**src/rtl/nibble_serial_adder.sv**
```systemverilog
// nibble_serial_adder
//   Multi-cycle WIDTH-bit adder. It adds one 4-bit nibble per clock,
//   starting with the least-significant nibble, and keeps the carry between
//   nibbles in a register. When the last nibble is done, the result is
//   loaded into the output registers and done pulses high for one cycle.
//
// Ports
//   clk       : clock; all state changes on the rising edge
//   rst       : synchronous active-high reset; aborts any computation
//   start     : request; sampled only in IDLE
//   a, b, cin : operands and carry-in; latched when start is accepted
//   busy      : high while nibbles are being processed
//   done      : one-cycle completion pulse
//   sum       : registered WIDTH-bit result; holds until the next completion
//   cout      : carry out of bit WIDTH-1
//   overflow  : two's-complement overflow of a+b+cin
module nibble_serial_adder #(
    parameter int WIDTH = 16
) (
    input  logic             clk,
    input  logic             rst,
    input  logic             start,
    input  logic [WIDTH-1:0] a,
    input  logic [WIDTH-1:0] b,
    input  logic             cin,
    output logic             busy,
    output logic             done,
    output logic [WIDTH-1:0] sum,
    output logic             cout,
    output logic             overflow
);
    localparam int NIB = WIDTH / 4;
    localparam int IW  = (NIB > 1) ? $clog2(NIB) : 1;
    localparam logic [IW-1:0] LAST_IDX = IW'(NIB - 1);

    typedef enum logic [1:0] {IDLE, RUN, DONE} state_t;

    state_t           state, state_nx;
    logic [WIDTH-1:0] a_w, b_w, sum_w, sum_upd;
    logic             carry_r;
    logic [IW-1:0]    idx;
    logic [31:0]      base;
    logic [4:0]       nib_res;
    logic             last;

    // One nibble of the addition. sum_upd is sum_w with the current nibble
    // filled in, so the final edge can load the output directly from it.
    always_comb begin
        base    = 32'(idx) << 2;
        nib_res = {1'b0, a_w[base +: 4]} + {1'b0, b_w[base +: 4]} + {4'b0, carry_r};
        sum_upd = sum_w;
        sum_upd[base +: 4] = nib_res[3:0];
        last    = (idx == LAST_IDX);
    end

    always_comb begin
        state_nx = state;
        case (state)
            IDLE:    if (start) state_nx = RUN;
            RUN:     if (last)  state_nx = DONE;
            DONE:    state_nx = IDLE;
            default: state_nx = IDLE;
        endcase
    end

    always_ff @(posedge clk) begin
        if (rst) state <= IDLE;
        else     state <= state_nx;
    end

    always_ff @(posedge clk) begin
        if (rst) begin
            a_w      <= '0;
            b_w      <= '0;
            sum_w    <= '0;
            carry_r  <= 1'b0;
            idx      <= '0;
            sum      <= '0;
            cout     <= 1'b0;
            overflow <= 1'b0;
        end else begin
            case (state)
                IDLE: begin
                    if (start) begin
                        a_w     <= a;
                        b_w     <= b;
                        carry_r <= cin;
                        sum_w   <= '0;
                        idx     <= '0;
                    end
                end
                RUN: begin
                    sum_w   <= sum_upd;
                    carry_r <= nib_res[4];
                    // The index stops at the last nibble, so it never wraps.
                    if (!last) idx <= idx + IW'(1);
                    if (last) begin
                        sum      <= sum_upd;
                        cout     <= nib_res[4];
                        // The operands have the same sign, but the result has a different sign.
                        overflow <= (a_w[WIDTH-1] == b_w[WIDTH-1]) &&
                                    (sum_upd[WIDTH-1] != a_w[WIDTH-1]);
                    end
                end
                default: ;
            endcase
        end
    end

    assign busy = (state == RUN);
    assign done = (state == DONE);

endmodule

```
**config.mk**
```make
export PLATFORM = sky130hd
export DESIGN_NAME = nibble_serial_adder
export DESIGN_NICKNAME = d
export VERILOG_FILES = /design/src/rtl/nibble_serial_adder.sv
export SDC_FILE = /design/constraint.sdc
export NUM_CORES = 1
export LEC_CHECK = 0
export ABC_AREA = 1
export CAP_MARGIN = 20
export CORE_MARGIN = 4
export CORE_UTILIZATION = 49
export CTS_CLUSTER_SIZE = 8
export DETAILED_ROUTE_END_ITERATION = 12
export GPL_TIMING_DRIVEN = 1
export PLACE_DENSITY = 0.75
export SYNTH_ARGS = -nofsm -noshare
export SYNTH_HDL_FRONTEND = slang
export SYNTH_SLANG_ARGS = --single-unit
```
**constraint.sdc**
```tcl
create_clock -name clk -period 5.5 [get_ports clk]
set_input_delay 1.65 -clock clk [delete_from_list [all_inputs] [get_ports clk]]
set_output_delay 1.65 -clock clk [all_outputs]
set_load 0.02 [all_outputs]
```
## Word level (Yosys, flattened, before mapping)

Index checks and enable logic that the tools add are counted.

| word-level totals | value |
|---|---|
| bits in registers | 71 |
| input bits | 36 |
| output and inout bits | 20 |
| logic and storage cells | 44 |

| cells by class | value |
|---|---|
| add/sub/neg operators | 4 |
| equality and inequality tests | 8 |
| shift operators | 4 |
| muxes and demuxes | 11 |
| reduce and logical (&&, ||, !) cells | 8 |

Operators by type and width:

| operator | count |
|---|---|
| $neg A4 Y34 | 1 |
| $shift A4 B34 Y16 const A | 1 |
| $shiftx A4 B34 Y16 | 1 |
| $pmux W16 S2 | 1 |
| $shiftx A16 B5 Y4 | 2 |
| $bwmux W16 | 1 |
| $mux W16 | 1 |
| $mux W2 | 4 |
| $pmux W2 S2 | 2 |
| $reduce_and A2 Y1 | 4 |
| $add A4 B4 Y5 | 1 |
| $add A5 B1 Y5 | 1 |
| $eq A2 B2 Y1 const B | 2 |
| $ne A2 B2 Y1 const B | 2 |
| $reduce_and A3 Y1 | 1 |
| $add A2 B1 Y2 const B | 1 |
| $eq A2 B1 Y1 const B | 1 |
| $logic_not A2 Y1 | 1 |
| $ne A2 B1 Y1 const B | 1 |
| $pmux W1 S2 | 1 |
| $reduce_bool A2 Y1 | 1 |
| $eq A1 B1 Y1 | 1 |
| $logic_and A1 B1 Y1 | 1 |
| $mux W1 | 1 |
| $ne A1 B1 Y1 | 1 |

## Longest topological paths before layout

| logic depth | value |
|---|---|
| word-level depth | 7 |
| gate-level depth with buffers | 15 |
| depth with buffers taken out | 13 |

## Worst setup path after synthesis

Ideal clock, no wire load.

| timing | value |
|---|---|
| kind | flip-flop to flip-flop |
| start point | register idx[0] |
| end point | register sum_w[5] |
| library setup time | 0.071 ns |
| data arrival time | 2.539 ns |
| data required time | 5.429 ns |
| setup slack | 2.890 ns |
| stages on the path, launching flop included | 15 |
| clock period less this slack | 2.610 ns |
| cells stage by stage | dfxtp_1 > inv_1 > buf_2 > buf_2 > nor2_1 > o22ai_1 > fa_1 > inv_1 > fa_1 > nor2_1 > inv_1 > nor2_1 > a22o_1 > nand2_1 > a21oi_1 |

| on the way | value |
|---|---|
| cells in the longest elaborated chain, start to end | 6 |
| elaborated cells on any way between the ends | 9 |
| classes of those cells | 3 x add/sub; 4 x shift; 2 x mux |

RTL lines:

| what | line | source |
|---|---|---|
| start, declared | 41 | `logic [IW-1:0] idx;` |
| start signal, assigned | 96 | `if (!last) idx <= idx + IW'(1);` |
| $shiftx A16 B5 Y4 | 50 | `nib_res = {1'b0, a_w[base +: 4]} + {1'b0, b_w[base +: 4]} + {4'b0, carry_r};` |
| $add A4 B4 Y5 | 50 |  |
| $add A5 B1 Y5 | 50 |  |
| $shiftx A4 B34 Y16 | 52 | `sum_upd[base +: 4] = nib_res[3:0];` |
| $bwmux W16 (*) | 52 |  |
| $pmux W16 S2 (*) | 82 | `case (state)` |
| end signal, assigned | 93 | `sum_w <= sum_upd;` |
| end, declared | 39 | `logic [WIDTH-1:0] a_w, b_w, sum_w, sum_upd;` |

Mark *: on every way between the ends. The rest lies on a longest branch, timed or not.
A chain may end at the register's enable or synchronous reset.

## Final worst setup path

| timing | value |
|---|---|
| start point | register state[0] |
| end point | output port busy |

| on the way | value |
|---|---|
| cells in the longest elaborated chain, start to end | 1 |

RTL lines:

| what | line | source |
|---|---|---|
| start, declared | 38 | `state_t state, state_nx;` |
| start signal, assigned | 68 | `else state <= state_nx;` |
| $eq A2 B1 Y1 | 110 | `assign busy = (state == RUN);` |
| end, declared | 26 | `output logic busy,` |

No other way between the ends.

==> impl_metrics.json <==
{
  "rsz0062_at_grt": "false",
  "status": "complete, no violations",
  "cp.required_ps": 3850,
  "yosysWarnings": 0,
  "cp.arrival_ps": 1880,
  "hold_viol": 0,
  "powerDensity_nw_per_um2": 301,
  "antennaDiodeCount": 0,
  "post-cts-setup-buffers": 0,
  "dp_hpwl_um": 5130,
  "io_buffer_count": 55,
  "synth_compound_area_share_pct": 18.3,
  "die_w_um": 88.8,
  "vias": 2904,
  "end_kind": "primary output",
  "syn-num-nets": 474,
  "crit_fanout": 13,
  "clock.fmax_ghz": 0.283,
  "cts-root-buf": "clkbuf_8",
  "worst-setup-path-type": "flop to primary output",
  "grt_pass1_vias": 2787,
  "total_power_w": 0.00120,
  "hold_path.class": "flop to flop",
  "dieArea_um2": 7890,
  "setup_viol": 0,
  "clock_path_buffers": 2,
  "timing.hold.ws_ps": 467,
  "ys_types": 34,
  "synth_top_family_by_area": "simple AND/OR/NAND/NOR gates",
  "final-max-slew-violation-count": 0,
  "ctsResizeCount": 0,
  "start_util_pct": 50.4,
  "synthAdderAreaFrac_pct": 4.77,
  "synth-seq-cells": 71,
  "clk_pin_slew_worst_paths_ps": 70,
  "dpl_cell_area_um2": 3780,
  "final_nets": 521,
  "gp_congestion": 0.879,
  "grt_max_degree": 36,
  "io_pins": 56,
  "numClockSinks": 71,
  "max-cap-violations": 0,
  "insertion_delay_ps": 350,
  "synth_edf_count": 0,
  "synth.largest_area_cell": "dfxtp_1",
  "max-vdd-ir-drop_uv": 158,
  "synth_xor_area_share_pct": 0.274,
  "drtAntennaViolNets": 0,
  "cts-buffers-inserted": 9,
  "final_cell_mix": "98 x nor2_1, 71 x dfxtp_1, 64 x nand2_1",
  "skew_ps": 9.09,
  "wl_per_cell_um": 12.9,
  "period_share_pct": 64.2,
  "syn_area_um2": 3200,
  "synthMuxAreaShare_pct": 0,
  "synth-main-ff-cell": "dfxtp_1",
  "startpoint_type": "flop",
  "grt_usage_pct": 19.9,
  "hold_buffers": 0,
  "coreArea_um2": 6350,
  "post_synth.cell_area_avg_um2": 7.49,
  "remaining_drc_errors": 0,
  "cts.htree.levels": 3,
  "wl_um": 7200,
  "drive_gt1_share_pct": 7.31,
  "drt-vias-per-instance": 5.22,
  "finalSetupTns_ps": 0,
  "die_h_um": 88.8,
  "gr-total-overflow": 0,
  "drt_first_pass_iters": 4,
  "yosysSeqAreaShare_pct": 44.4,
  "p_leak_nw": 1.60,
  "synth_simple_gate_area_share_pct": 25.8,
  "yosys.area.top_type_share_pct": 44.4,
  "layout_commonest_cell": "nor2_1",
  "syn_inst": 427,
  "setup_slack_ps": 1970,
  "cts_tree": "yes",
  "design_area_um2": 3990,
  "synthArstFlopShare_pct": 0,
  "drt_iter0_markers": 108,
  "antenna_found_initial": 0,
  "slew_headroom_pct": 52.5,
  "timing.final.crit_period_ps": 3530,
  "syn_to_final_growth_pct": 24.8,
  "rows": 29,
  "pre_cts_ws_ps": 1950,
  "grt_pass1_wl_um": 12000,
  "worstMarginPinSlew_ps": 711,
  "ys_top_cells_by_area": "dfxtp_1 44%, nor2_1 11%, o21ai_0 7.8%, nand2_1 7.5%, ha_1 3.5%"
}
routing by layer:
metal / up-vias / track usage [%] / wire, um
li1: 1496 / - / -
met1: 1332 / 22.7 / 3140
met2: 60 / 34.0 / 3550
met3: 16 / 4.66 / 341
met4: 0 / 10.7 / 166
met5: - / 0 / 0
where the power goes:
part           leakage, nW  switching, W  internal [W]  total [W]
Sequential           0.580     0.0000136      0.000538   0.000552
Clock                0.109      0.000195      0.000252   0.000447
Combinational        0.910      0.000123     0.0000815   0.000204
Total                 1.60      0.000332      0.000872    0.00120
area by class of cell:
type,count,area (um^2)
inverter,26,97.6
multi-input combinational,308,1570
timing repair buffer,58,593
fill,620,2360
tap,77,96.3
sequential,71,1420
clock inverter,7,87.6
clock buffer,9,124
sequential cells by signal, indices dropped and copies added, names as in the netlist:
name,cells
sum,16
sum_w,16
b_w,16
a_w,16
cout,1
carry_r,1
overflow,1
state,2
idx,2
logic make-up (layout without fill, tap and decap cells):
kind of cell | Yosys count | after routing
simple gates | 195 | 195
flops | 71 | 71
buf+inv | 48 | 100
fa+ha+maj | 11 | 11
compound gates | 101 | 101
xor+xnor | 1 | 1
per-stage QoR:
step / cells / util [%]
global route: 556 / 62.9
global placement: 539 / 59.1
finish: 556 / 62.9
CTS: 556 / 62.9
floorplan: 427 / -
detailed placement: 540 / 59.6
critical path, stage by stage, from the launching register on:
cell and delay, ps:
dfxtp_1 360, inv_1 80, nor2_4 390, clkdlybuf4s50_1 700
synth_stat cells, types with 2 or more instances:
| cell | count |
|---|---|
| inv_2 | 6 |
| a21oi_1 | 17 |
| nand2_1 | 64 |
| o21ai_1 | 9 |
| buf_2 | 7 |
| nand4_1 | 2 |
| a32oi_1 | 2 |
| o22ai_1 | 6 |
| clkbuf_1 | 11 |
| o21ai_0 | 50 |
| a2bb2oi_1 | 7 |
| nand3_1 | 22 |
| nor2_1 | 98 |
| nor2_4 | 2 |
| nand2_2 | 2 |
| dfxtp_1 | 71 |
| buf_4 | 2 |
| inv_1 | 20 |
| a22oi_1 | 5 |
| ha_1 | 9 |
| fa_1 | 2 |
worst paths after layout:
path	from	endpoint	slack [ps]	cells past startpoint
setup / recovery	state[0]	busy	1970	3
hold reg to reg	sum_w[14]	sum_w[14]	470	2
setup reg to reg	idx[0]	sum_w[14]	2210	13
hold / removal	sum_w[14]	sum_w[14]	470	2
Power figures use the tool's default switching activity.
